===== src/rtl/dmem_access_ctrl_if.sv =====
// Data-memory bus between the MEM-stage access controller (master) and memory (slave).
// Protocol: bus_req is held high with stable bus_we/bus_addr/bus_be/bus_wdata until the
// slave returns a one-cycle bus_ack (bus_rdata valid with it); at most one request is in flight.
interface dmem_access_ctrl_if;
  logic        bus_req;
  logic        bus_we;
  logic [31:0] bus_addr;
  logic [3:0]  bus_be;
  logic [31:0] bus_wdata;
  logic        bus_ack;
  logic [31:0] bus_rdata;

  modport master (
    output bus_req, bus_we, bus_addr, bus_be, bus_wdata,
    input  bus_ack, bus_rdata
  );

  modport slave (
    input  bus_req, bus_we, bus_addr, bus_be, bus_wdata,
    output bus_ack, bus_rdata
  );
endinterface


===== src/rtl/dmem_access_ctrl.sv =====
// MEM-stage load/store sequencer: issues one bus request per op, stalls the pipe meanwhile,
// builds store lanes, extends load data and flags misalignment and ack timeouts.
module dmem_access_ctrl #(
  parameter int unsigned TIMEOUT = 255
) (
  input  logic        clk,
  input  logic        reset,
  input  logic        op_valid,
  input  logic        op_we,
  input  logic [1:0]  op_size,
  input  logic        op_sign,
  input  logic [31:0] op_addr,
  input  logic [31:0] op_wdata,
  input  logic        flush,
  output logic        stall,
  output logic        done,
  output logic        ld_valid,
  output logic [31:0] ld_data,
  output logic        adel,
  output logic        ades,
  output logic        bus_err,
  output logic [1:0]  state_dbg,
  dmem_access_ctrl_if.master bus
);

  localparam logic [1:0] IDLE = 2'd0;
  localparam logic [1:0] REQ  = 2'd1;
  localparam logic [1:0] DONE = 2'd2;
  localparam logic [1:0] ERR  = 2'd3;

  localparam logic [7:0] TO_LIM = 8'(TIMEOUT);

  logic [1:0]  state;
  logic        lat_we;
  logic [1:0]  lat_size;
  logic        lat_sign;
  logic [1:0]  lat_a;
  logic [7:0]  cnt;
  logic        drop;
  logic        req_q;
  logic [31:0] addr_q;
  logic [3:0]  be_q;
  logic [31:0] wdata_q;

  logic        accept;
  logic        misaligned;
  logic [3:0]  be_calc;
  logic [31:0] wdata_calc;
  logic [31:0] shifted;
  logic [31:0] ext_data;
  logic        timeout_hit;

  assign accept = (state == IDLE) && op_valid && !flush;

  always_comb begin
    misaligned = 1'b0;
    be_calc    = 4'b1111;
    wdata_calc = op_wdata;
    case (op_size)
      2'b00: begin
        be_calc    = 4'b0001 << op_addr[1:0];
        wdata_calc = {4{op_wdata[7:0]}};
      end
      2'b01: begin
        misaligned = op_addr[0];
        be_calc    = op_addr[1] ? 4'b1100 : 4'b0011;
        wdata_calc = {2{op_wdata[15:0]}};
      end
      default: misaligned = |op_addr[1:0];
    endcase
    if (!op_we) be_calc = 4'b1111;
  end

  // Lane select uses the offset latched at accept, not the live op_addr.
  assign shifted = bus.bus_rdata >> {lat_a, 3'b000};

  always_comb begin
    ext_data = shifted;
    case (lat_size)
      2'b00:   ext_data = {{24{lat_sign & shifted[7]}}, shifted[7:0]};
      2'b01:   ext_data = {{16{lat_sign & shifted[15]}}, shifted[15:0]};
      default: ext_data = shifted;
    endcase
  end

  assign timeout_hit = !bus.bus_ack && ((cnt + 8'd1) == TO_LIM);

  always_ff @(posedge clk or negedge reset) begin
    if (!reset) begin
      state    <= IDLE;
      lat_we   <= 1'b0;
      lat_size <= 2'b00;
      lat_sign <= 1'b0;
      lat_a    <= 2'b00;
      cnt      <= 8'd0;
      drop     <= 1'b0;
      req_q    <= 1'b0;
      addr_q   <= 32'd0;
      be_q     <= 4'd0;
      wdata_q  <= 32'd0;
      ld_data  <= 32'd0;
      bus_err  <= 1'b0;
    end else begin
      bus_err <= 1'b0;
      case (state)
        IDLE: begin
          cnt  <= 8'd0;
          drop <= 1'b0;
          if (accept) begin
            lat_we   <= op_we;
            lat_size <= op_size;
            lat_sign <= op_sign;
            lat_a    <= op_addr[1:0];
            if (misaligned) begin
              state <= ERR;
            end else begin
              addr_q  <= {op_addr[31:2], 2'b00};
              be_q    <= be_calc;
              wdata_q <= wdata_calc;
              req_q   <= 1'b1;
              state   <= REQ;
            end
          end
        end
        REQ: begin
          cnt <= cnt + 8'd1;
          if (flush) drop <= 1'b1;
          if (bus.bus_ack) begin
            req_q <= 1'b0;
            cnt   <= 8'd0;
            drop  <= 1'b0;
            // A flushed access still completes on the bus but leaves no trace.
            if (drop || flush) begin
              state <= IDLE;
            end else begin
              if (!lat_we) ld_data <= ext_data;
              state <= DONE;
            end
          end else if (timeout_hit) begin
            req_q   <= 1'b0;
            bus_err <= 1'b1;
            cnt     <= 8'd0;
            drop    <= 1'b0;
            state   <= IDLE;
          end
        end
        default: state <= IDLE;
      endcase
    end
  end

  assign stall     = op_valid && !flush && (state != DONE) && (state != ERR);
  assign done      = (state == DONE) && !flush;
  assign ld_valid  = done && !lat_we;
  assign adel      = (state == ERR) && !flush && !lat_we;
  assign ades      = (state == ERR) && !flush && lat_we;
  assign state_dbg = state;

  assign bus.bus_req   = req_q;
  assign bus.bus_we    = lat_we;
  assign bus.bus_addr  = addr_q;
  assign bus.bus_be    = be_q;
  assign bus.bus_wdata = wdata_q;

endmodule


===== src/flat_wrapper.sv =====
// flat-port wrapper written by rule: the top's interface ports become plain ports
module dmem_access_ctrl_flat 
#(
  parameter int unsigned TIMEOUT = 255
)
  (clk, reset, op_valid, op_we, op_size, op_sign, op_addr, op_wdata, flush, stall, done, ld_valid, ld_data, adel, ades, bus_err, state_dbg, bus_bus_req, bus_bus_we, bus_bus_addr, bus_bus_be, bus_bus_wdata, bus_bus_ack, bus_bus_rdata);
  dmem_access_ctrl_if bus_i ();
  input  logic clk;
  input  logic reset;
  input  logic op_valid;
  input  logic op_we;
  input  logic [1:0] op_size;
  input  logic op_sign;
  input  logic [31:0] op_addr;
  input  logic [31:0] op_wdata;
  input  logic flush;
  output logic stall;
  output logic done;
  output logic ld_valid;
  output logic [31:0] ld_data;
  output logic adel;
  output logic ades;
  output logic bus_err;
  output logic [1:0] state_dbg;
  output wire logic [$bits(bus_i.bus_req)-1:0] bus_bus_req;
  output wire logic [$bits(bus_i.bus_we)-1:0] bus_bus_we;
  output wire logic [$bits(bus_i.bus_addr)-1:0] bus_bus_addr;
  output wire logic [$bits(bus_i.bus_be)-1:0] bus_bus_be;
  output wire logic [$bits(bus_i.bus_wdata)-1:0] bus_bus_wdata;
  input wire logic [$bits(bus_i.bus_ack)-1:0] bus_bus_ack;
  input wire logic [$bits(bus_i.bus_rdata)-1:0] bus_bus_rdata;
  assign bus_bus_req = bus_i.bus_req;
  assign bus_bus_we = bus_i.bus_we;
  assign bus_bus_addr = bus_i.bus_addr;
  assign bus_bus_be = bus_i.bus_be;
  assign bus_bus_wdata = bus_i.bus_wdata;
  assign bus_i.bus_ack = bus_bus_ack;
  assign bus_i.bus_rdata = bus_bus_rdata;
  dmem_access_ctrl #(.TIMEOUT(TIMEOUT)) u_core (.clk(clk), .reset(reset), .op_valid(op_valid), .op_we(op_we), .op_size(op_size), .op_sign(op_sign), .op_addr(op_addr), .op_wdata(op_wdata), .flush(flush), .stall(stall), .done(done), .ld_valid(ld_valid), .ld_data(ld_data), .adel(adel), .ades(ades), .bus_err(bus_err), .state_dbg(state_dbg), .bus(bus_i));
endmodule

===== config.mk =====
export PLATFORM = sky130hd
export DESIGN_NAME = dmem_access_ctrl_flat
export DESIGN_NICKNAME = d
export VERILOG_FILES = /design/src/rtl/dmem_access_ctrl_if.sv /design/src/rtl/dmem_access_ctrl.sv /design/src/flat_wrapper.sv
export SDC_FILE = /design/constraint.sdc
export NUM_CORES = 1
export LEC_CHECK = 0
export BUFFER_PORTS_ARGS = -buffer_cell sky130_fd_sc_hd__buf_4
export CAP_MARGIN = 0
export CELL_PAD_IN_SITES_DETAIL_PLACEMENT = 1
export CELL_PAD_IN_SITES_GLOBAL_PLACEMENT = 1
export CORE_ASPECT_RATIO = 0.6
export CORE_MARGIN = 1.5
export CORE_UTILIZATION = 37
export CTS_CLUSTER_SIZE = 20
export DETAILED_ROUTE_END_ITERATION = 10
export PLACE_DENSITY = 0.78
export SETUP_SLACK_MARGIN = 0.1
export SYNTH_ARGS = -nofsm -noshare
export SYNTH_HDL_FRONTEND = slang
export SYNTH_SLANG_ARGS = --single-unit

===== constraint.sdc =====
create_clock -name clk -period 2.7 [get_ports clk]
set_clock_uncertainty 0.15 [all_clocks]
set_input_delay 0.54 -clock clk [delete_from_list [all_inputs] [get_ports clk]]
set_output_delay 0.54 -clock clk [all_outputs]
set_load 0.01 [all_outputs]

==> results.txt <==
status: finished, violations left
violated checks: negative hold slack
Root Driver: clkbuf_16
Antenna Cells: 0
Mapped Area: 5658 um^2
static leakage: 3.947 nW
NumNets Final: 832
core area: 14720 um^2
synth unique cells: 44
TritonCTS Buffers: 17
crit path buf inv count: 1
first-pass GRT wire length: 28.78 mm
Die H: 98.79 um
DRT Pass-1 Iters: 4
PwrDens: 939.9 nW/um^2
EDFF count, synth: 0
Synth warnings: 0
fin crit share: 86.85%
FP Rows: 34
Crit path depth: 3
Overflow after GRT: 0
Reg2Reg Depth: 5
Syn Area/Cell: 11.14 um^2
total global-route track usage: 23.49%
DR WL/cell: 19.38 um
setup violators final: 0
Worst EP required: 2.01 ns
post-synthesis instance total: 508
remaining routing DRC violations: 0
WS Path Type: reg -> out
Min Clock Period, post-route: 2.345 ns
vias per cell: 5.071
Rel. slew slack: 41.88%
top cell family by delay on the critical path: flip-flops
clk slew on worst S/H paths: 0.06 ns
Async S/R FF share, synth: 100.0%
antenna-violating nets left: 0
Iter 0 DRT Violations: 159
flop and latch count out of synthesis: 117
Worst Path Arrival: 1.66 ns
Worst setup EP type: output port
routed via count: 4746
initial antenna violation count: 0
largest net degree at the start of global routing: 46
RSZ-0062 raised after global routing: false
Commonest cells post-synth: dfrtp_1 (117), nand2_1 (66), mux2i_1 (44)
Max IR drop VDD: 0.4418 mV
clk buf depth: 2
Top FF cell, synth: dfrtp_1
# clock sinks: 117
Fillers: 1633
area taken by multi-input logic gates: 2531 um^2
Hold WS: -0.005442 ns
starting density of the core: 38.44%
IO Count: 215
Final Util: 54.85%
setup TNS: 0 ns
Synth top area share: 51.75%
post-CTS setup buffer count: 0
post-detail-place hpwl: 13.62 mm
Slew Limit Fails: 0
slowest stage delay, CP: 0.67 ns
drt total wl: 18.14 mm
PortBufs: 212
Non-Filler Instances: 936
fraction of layout cells with a size suffix above 1: 43.22%
Fmax: 426.4 MHz
max-cap violations: 0
Power Total: 7.587 mW
Hold Violations, Final: 2
Die W: 162.6 um
DP Cell Count: 904
largest area contributor in the netlist: dfrtp_1
Reg area: 2928 um^2
vias in the first global route: 5284
worst slew pin tran: 0.8686 ns
GPL Wtd Cong: 0.7909
CP Launch Type: flip-flop
worst-path fanout max: 15
area grow syn2layout: 42.68%
H-tree levels: 4
Hold WC Path Type: in -> async
worst-path cell chain: nand2_1 > nor3b_1 > buf_4
hold buffers post-CTS: 0
Synth area leaders: dfrtp_1 (52%), mux2i_1 (7.8%), mux2_4 (6.6%)
Clock Latency Late Sink: 0.41 ns
Seq/Total Area, Yosys: 51.75%
count leader, synth: dfrtp_1
CP max-delay cell: dfrtp_1
CTS tree: done
CTS resizes: 0
Die Area: 16070 um^2
## sequential cells by signal, summed over array words and instances, names as in the netlist
signal                count
u_core.bus.bus_addr      30
u_core.bus.bus_be         4
u_core.bus.bus_req        1
u_core.bus.bus_wdata     32
u_core.bus.bus_we         1
u_core.bus_err            1
u_core.cnt                8
u_core.drop               1
u_core.lat_a              2
u_core.lat_sign           1
u_core.lat_size           2
u_core.ld_data           32
u_core.state_dbg          2
## per-layer routing
metal	GRT usage [%]	wire length, um	vias up
met5	0	0	-
met4	7.551	268	0
met3	7.660	1342	22
met2	36.82	8288	153
met1	30.88	8240	2367
li1	-	-	2204
## final cells by class
cell class              instances  share of cell area, %
repair buffers                231                  21.79
flip-flops and latches        117                  36.27
well taps                     198                  3.069
inverters                       3                 0.1395
clock buffers                  21                  5.828
clock inverters                11                  1.550
multi-input cells             355                  31.35
## placed cells by master, fill, tap and decap left out, drive strengths merged, types with 3 or more instances in the layout
cell | Yosys | layout
nor3 | 5 | 5
o21ai | 45 | 45
dfrtp | 117 | 117
clkinv | 0 | 3
mux2 | 52 | 52
clkinvlp | 0 | 5
inv | 3 | 4
nor3b | 3 | 3
nand2b | 8 | 8
and2 | 9 | 9
nand2 | 66 | 66
buf | 20 | 231
nor2 | 32 | 32
o21a | 7 | 7
a21oi | 25 | 25
o211ai | 11 | 11
clkbuf | 14 | 21
nor2b | 5 | 5
nand3 | 4 | 4
mux2i | 44 | 44
o22a | 16 | 16
## report_power, final
group          leakage, nW  internal (mW)  switching, mW
logic                 2.24           1.40           1.13
registers             1.43           2.34          0.443
clock network        0.278           1.43          0.838
total                 3.95           5.17           2.42
## stage by stage
| stage | instance area, um^2 | setup slack (ns) |
|---|---|---|
| 3_3_place_gp | 7477 | 0.3566 |
| 5_1_grt | 8073 | 0.2062 |
| 4_1_cts | 8073 | 0.3162 |
| 6_report | 8073 | 0.3550 |
| 2_1_floorplan | 5662 | 0.5947 |
| 3_5_place_dp | 7477 | 0.2737 |
## cell families after synthesis
| logic type | Yosys count | synth area share (%) |
|---|---|---|
| compound gates | 112 | 12.58 |
| xor+xnor | 2 | 0.3097 |
| fa+ha+maj | 2 | 0.4422 |
| buf+inv | 37 | 3.715 |
| flops | 117 | 51.75 |
| mux | 96 | 19.79 |
| other cells | 1 | 0.06628 |
| simple gates | 141 | 11.34 |
## worst paths after layout
| check | from | end | slack (ns) |
|---|---|---|---|
| max | u_core.state_dbg[1] | ades | 0.35 |
| min | reset | u_core.cnt[6] | -0.005 |
| max reg2reg | u_core.state_dbg[1] | u_core.bus.bus_addr[2] | 0.44 |
| min reg2reg | u_core.bus.bus_wdata[27] | u_core.bus.bus_wdata[27] | 0.33 |
| max in group asynchronous | reset | u_core.bus.bus_be[3] | 1.71 |
| min in group clk | op_addr[4] | u_core.bus.bus_addr[4] | 0.21 |
No activity file was read; power rests on OpenSTA's default activity.
